### src/rtl/proc_pkg.sv
// Shared definitions for the 9-bit core: sequencer state, default widths
// and the reserved halt encoding that the control decoder also imports.
package proc_pkg;

  localparam int PC_W_DEF    = 10;
  localparam int MCODE_W_DEF = 9;

  // Branch class, how_high=3, low bits 111: never a real branch.
  localparam logic [MCODE_W_DEF-1:0] HALT_CODE = 9'b111_0_11_111;

  typedef enum logic [1:0] {
    IDLE = 2'd0,
    RUN  = 2'd1,
    DONE = 2'd2
  } state_t;

endpackage

### src/rtl/branch_lut.sv
// Four-entry absolute branch-target table indexed by the decoder's how_high.
module branch_lut #(
  parameter int              PC_W = proc_pkg::PC_W_DEF,
  parameter logic [PC_W-1:0] T0   = '0,
  parameter logic [PC_W-1:0] T1   = '0,
  parameter logic [PC_W-1:0] T2   = '0,
  parameter logic [PC_W-1:0] T3   = '0
) (
  input  logic [1:0]      how_high,
  output logic [PC_W-1:0] target
);

  // Pure table lookup from how_high to its target address.
  always_comb begin
    // NOTE: default assignment first so no path can leave target unassigned
    // and infer a latch.
    target = T0;
    unique case (how_high)
      2'd0: target = T0;
      2'd1: target = T1;
      2'd2: target = T2;
      2'd3: target = T3;
    endcase
  end

endmodule

### src/rtl/pc_sequencer.sv
// Program-flow controller: owns the PC, the start/done handshake, branch
// target selection, halt detection, a stall hold and a RUN-cycle watchdog.
module pc_sequencer
  import proc_pkg::*;
#(
  parameter int                 PC_W       = PC_W_DEF,
  parameter int                 MCODE_W    = MCODE_W_DEF,
  parameter logic [PC_W-1:0]    START_PC   = '0,
  parameter logic [MCODE_W-1:0] HALT_CODE  = MCODE_W'(proc_pkg::HALT_CODE),
  parameter logic [15:0]        MAX_CYCLES = 16'hFFFF,
  parameter logic [PC_W-1:0]    T0         = '0,
  parameter logic [PC_W-1:0]    T1         = '0,
  parameter logic [PC_W-1:0]    T2         = '0,
  parameter logic [PC_W-1:0]    T3         = '0
) (
  input  logic               clk,
  input  logic               reset,
  input  logic               req,
  input  logic [MCODE_W-1:0] instr,
  input  logic               branch,
  input  logic [1:0]         how_high,
  input  logic               stall,
  output logic [PC_W-1:0]    pc,
  output logic               running,
  output logic               done,
  output logic               timeout,
  output logic [15:0]        cycle_cnt
);

  // Count value on the last permitted RUN cycle; MAX_CYCLES=0 wraps to
  // 16'hFFFF, the only case in which the counter can saturate.
  localparam logic [15:0] WD_LAST = MAX_CYCLES - 16'd1;

  state_t            state;
  logic [PC_W-1:0]   target;
  logic              wd_fire;
  logic              is_halt;
  logic [15:0]       cnt_inc;

  branch_lut #(
    .PC_W (PC_W),
    .T0   (T0),
    .T1   (T1),
    .T2   (T2),
    .T3   (T3)
  ) u_branch_lut (
    .how_high (how_high),
    .target   (target)
  );

  assign wd_fire = (cycle_cnt == WD_LAST);
  assign is_halt = (instr == HALT_CODE);
  assign cnt_inc = (cycle_cnt == 16'hFFFF) ? cycle_cnt : cycle_cnt + 16'd1;

  // Status flags decode straight from the state register.
  assign running = (state == RUN);
  assign done    = (state == DONE);

  // Sequencer FSM, PC register, watchdog counter and sticky timeout flag.
  always_ff @(posedge clk) begin
    if (reset) begin
      // NOTE: non-blocking assignments for every register so all state
      // updates land together at the edge regardless of statement order.
      state     <= IDLE;
      pc        <= START_PC;
      timeout   <= 1'b0;
      cycle_cnt <= '0;
    end else begin
      unique case (state)
        IDLE, DONE: begin
          if (req) begin
            state     <= RUN;
            pc        <= START_PC;
            cycle_cnt <= '0;
            timeout   <= 1'b0;
          end
        end
        RUN: begin
          if (wd_fire) begin
            state   <= DONE;
            timeout <= 1'b1;
          end else begin
            cycle_cnt <= cnt_inc;
            // A stalled cycle holds pc and defers halt/branch decisions.
            if (!stall) begin
              if (is_halt) begin
                state <= DONE;
              end else if (branch) begin
                pc <= target;
              end else begin
                pc <= pc + 1'b1;
              end
            end
          end
        end
        default: state <= IDLE;
      endcase
    end
  end

endmodule
### config.mk
export PLATFORM = sky130hd
export DESIGN_NAME = pc_sequencer
export DESIGN_NICKNAME = d
export VERILOG_FILES = /design/src/rtl/proc_pkg.sv /design/src/rtl/branch_lut.sv /design/src/rtl/pc_sequencer.sv
export SDC_FILE = /design/constraint.sdc
export NUM_CORES = 1
export LEC_CHECK = 0
export CORE_ASPECT_RATIO = 0.75
export CORE_UTILIZATION = 30
export CTS_CLUSTER_DIAMETER = 150
export DETAILED_ROUTE_END_ITERATION = 7
export GPL_ROUTABILITY_DRIVEN = 0
export MAX_ROUTING_LAYER = met4
export SYNTH_ARGS = -nofsm -noshare
export SYNTH_HDL_FRONTEND = slang
export SYNTH_SLANG_ARGS = --single-unit
### constraint.sdc
create_clock -name clk -period 2.51 [get_ports clk]
set_input_delay 0.502 -clock clk [delete_from_list [all_inputs] [get_ports clk]]
set_output_delay 0.502 -clock clk [all_outputs]
set_load 0.01 [all_outputs]
==> run metrics <==
final core utilization 43.1%; Clk pwr share 38.5%; MaxCap Viol Count 0; Final Cycle Share 87.2%; Detailed Route Iter0 Violations 166; starting density of the core 31.0%; Via Count 1683; PostCTS Resize Cnt 0; Yosys warnings 0; CTS Buf Count 5; ratio of cells with drive above 1 in the final layout 13.6%; cts hold-fix bufs 0; clock-pin transition on the worst setup and hold timing paths 60 ps; fin crit period 2190 ps; Max Buffers Root-to-Sink 2; TritonCTS clock tree built; crit path DAT 2400 ps; outcome complete, no violations; Post-Synth Simple-Gate Area 30.2%; Cells after Synth 190; chip width 87.7 µm; H-tree depth 2; Critical Path End Type flip-flop; leak pwr 0.784 nW; remaining routing DRC violations 0; register area share after synthesis 35.1%; Seq pwr share 46.8%; first-pass GRT wire length 7450 µm; mapped cell area 1650 µm²; DP Area 2210 µm²; die area 5810 µm²; Die Y 66.3 µm; Pre-antenna DRT Iters 4; VDD IR max 0.000164 V; top_reg_cell synth dfxtp_1; Gate power share 14.8%; commonest non-fill, non-tap cells in the layout clkdlybuf4s50_1, dfxtp_1, nand3_1; Post-Synth Adder-Cell Area 2.27%; IO Pins 45; Worst Skew 4.17 ps; Req. time, crit path 2720 ps; syn_nets 209; Setup Crit Path Kind flip-flop to flip-flop; Vias/cell 5.31; Cell variety after synth 48; Final Hold Viols 0; CP Launch Type flip-flop; Synth Area in Compound Gates 26.4%; Post-DRT Antenna Nets 0; xor and xnor area share after synthesis 0%; unrepaired setup endpoints after global routing false; Sw Pwr 0.270 mW; Post-CTS Setup Bufs 0; commonest non-fill, non-tap cell in the layout clkdlybuf4s50_1; # fillers 548; Mapped Avg Cell Area 8.70 µm²; wire length per cell 14.3 µm; Clk Latency, worst-skew pair 280 ps; antenna cells 0; Slew HR 65.6%; total power 1.03 mW; nets 261; Final Max Slew Viols 0; Post-synth EDFFs 0; Cell Pwr Density 449 nW/µm²; post-route cell area 2290 µm²; Yosys reg bits 29; largest net degree at the start of global routing 18; multiplexer share of the synthesized area 0.681%; endpoints failing setup 0; core area 5320 µm²; Overflow after GRT 0; Area growth syn-to-layout 38.8%; sum of negative setup slack 0 ps; fraction of registers with async set/reset 0%; I/O Buffers 42; Max FO, Critical Path 12; P_int 0.760 mW; WL final 4550 µm; sw frac 26.2%; Fmax achieved 457 MHz; clock root cell clkbuf_8; class of the worst hold path flip-flop to flip-flop; largest family of logic cells by synthesized area simple AND/OR/NAND/NOR gates; Worst Max-Slew Pin Slew 512 ps; antenna violations before repair 0; Total Routing Usage GR 17.2%; clk sinks 29; num rows 23; number of global-route vias before repair 1492; DP HPWL 3240 µm
[Yosys cell counts (2+ instances only)]
cell type / number / share of area (%)
dfxtp_1: 29 / 35
nand3_1: 16 / 4.8
nand2_1: 15 / 3.4
nor3_1: 14 / 4.2
nor2_1: 10 / 2.3
inv_1: 8 / 1.8
clkbuf_1: 6 / 1.4
o21ai_0: 6 / 1.8
a2bb2oi_1: 5 / 2.6
a31oi_1: 5 / 1.9
o31ai_1: 5 / 2.3
a21boi_0: 4 / 1.8
nand4_1: 4 / 1.5
o21a_1: 4 / 1.8
o311ai_0: 4 / 2.1
a211oi_1: 3 / 1.4
a21oi_1: 3 / 0.91
a41oi_1: 3 / 1.6
ha_1: 3 / 2.3
nor4_2: 3 / 2.3
o32ai_1: 3 / 1.6
or3_1: 3 / 1.1
a2bb2oi_2: 2 / 1.8
a311oi_1: 2 / 1.1
and3_1: 2 / 0.76
buf_6: 2 / 1.4
nand2b_1: 2 / 0.76
nand4_2: 2 / 1.5
nor2b_1: 2 / 0.76
nor4_1: 2 / 0.76
[metal layers]
metal	up-vias	GRT usage (%)	share of wire, %
li1	846	-	-
met1	779	25.3	52
met2	51	23.1	42
met3	7	3.00	4.4
met4	0	6.15	1.2
met5	-	-	0
[registers in the layout, summed over array words and instances (netlist names)]
name	cells
pc	10
state	2
cycle_cnt	16
timeout	1
[worst max-delay path, cell delays in order, from the launching register on]
cell      delay (ps)
dfxtp_1          410
inv_1            100
ha_1             200
nand3_1          120
nor4_2            70
or4_4            600
or4_1            550
o211ai_2          70
[per-stage QoR]
| stage | cells | setup slack, ps | hold WS, ps |
|---|---|---|---|
| CTS | 317 | 310 | 516 |
| finish | 317 | 320 | 520 |
| detailed placement | 310 | 199 | 508 |
| global route | 317 | 187 | 547 |
| global placement | 310 | 206 | 502 |
| floorplan | 190 | 507 | 512 |
[cell families (layout without fill, tap and decap cells)]
logic type / after synthesis / in the layout
flops: 29 / 29
buf+inv: 18 / 70
mux: 1 / 1
simple gates: 83 / 83
fa+ha+maj: 3 / 3
compound gates: 56 / 56
[path summary, 6_finish.rpt]
kind,from,endpoint,slack (ps),cells past startpoint
worst max-delay path,cycle_cnt[0],pc[9],320,7
worst min-delay path,pc[0],pc[0],520,2
worst max register to register,cycle_cnt[0],pc[9],320,7
worst min register to register,pc[0],pc[0],520,2
[cell type report]
class / instances / area (µm²) / area share, %
Clock buffer: 7 / 86.3 / 3.76
Inverter: 8 / 30.0 / 1.31
Multi-Input combinational cell: 143 / 985 / 42.9
Sequential cell: 29 / 581 / 25.3
Tap cell: 75 / 93.8 / 4.09
Timing Repair Buffer: 55 / 518 / 22.6
[power groups by stage]
stage	combinational (mW)	sequential, mW	clock (mW)
global placement	0.151	0.492	0
CTS	0.152	0.482	0.403
detailed placement	0.152	0.492	0
finish	0.152	0.481	0.396
floorplan	0.0803	0.493	0
global route	0.165	0.484	0.421
(Power assumes the default switching activity.)
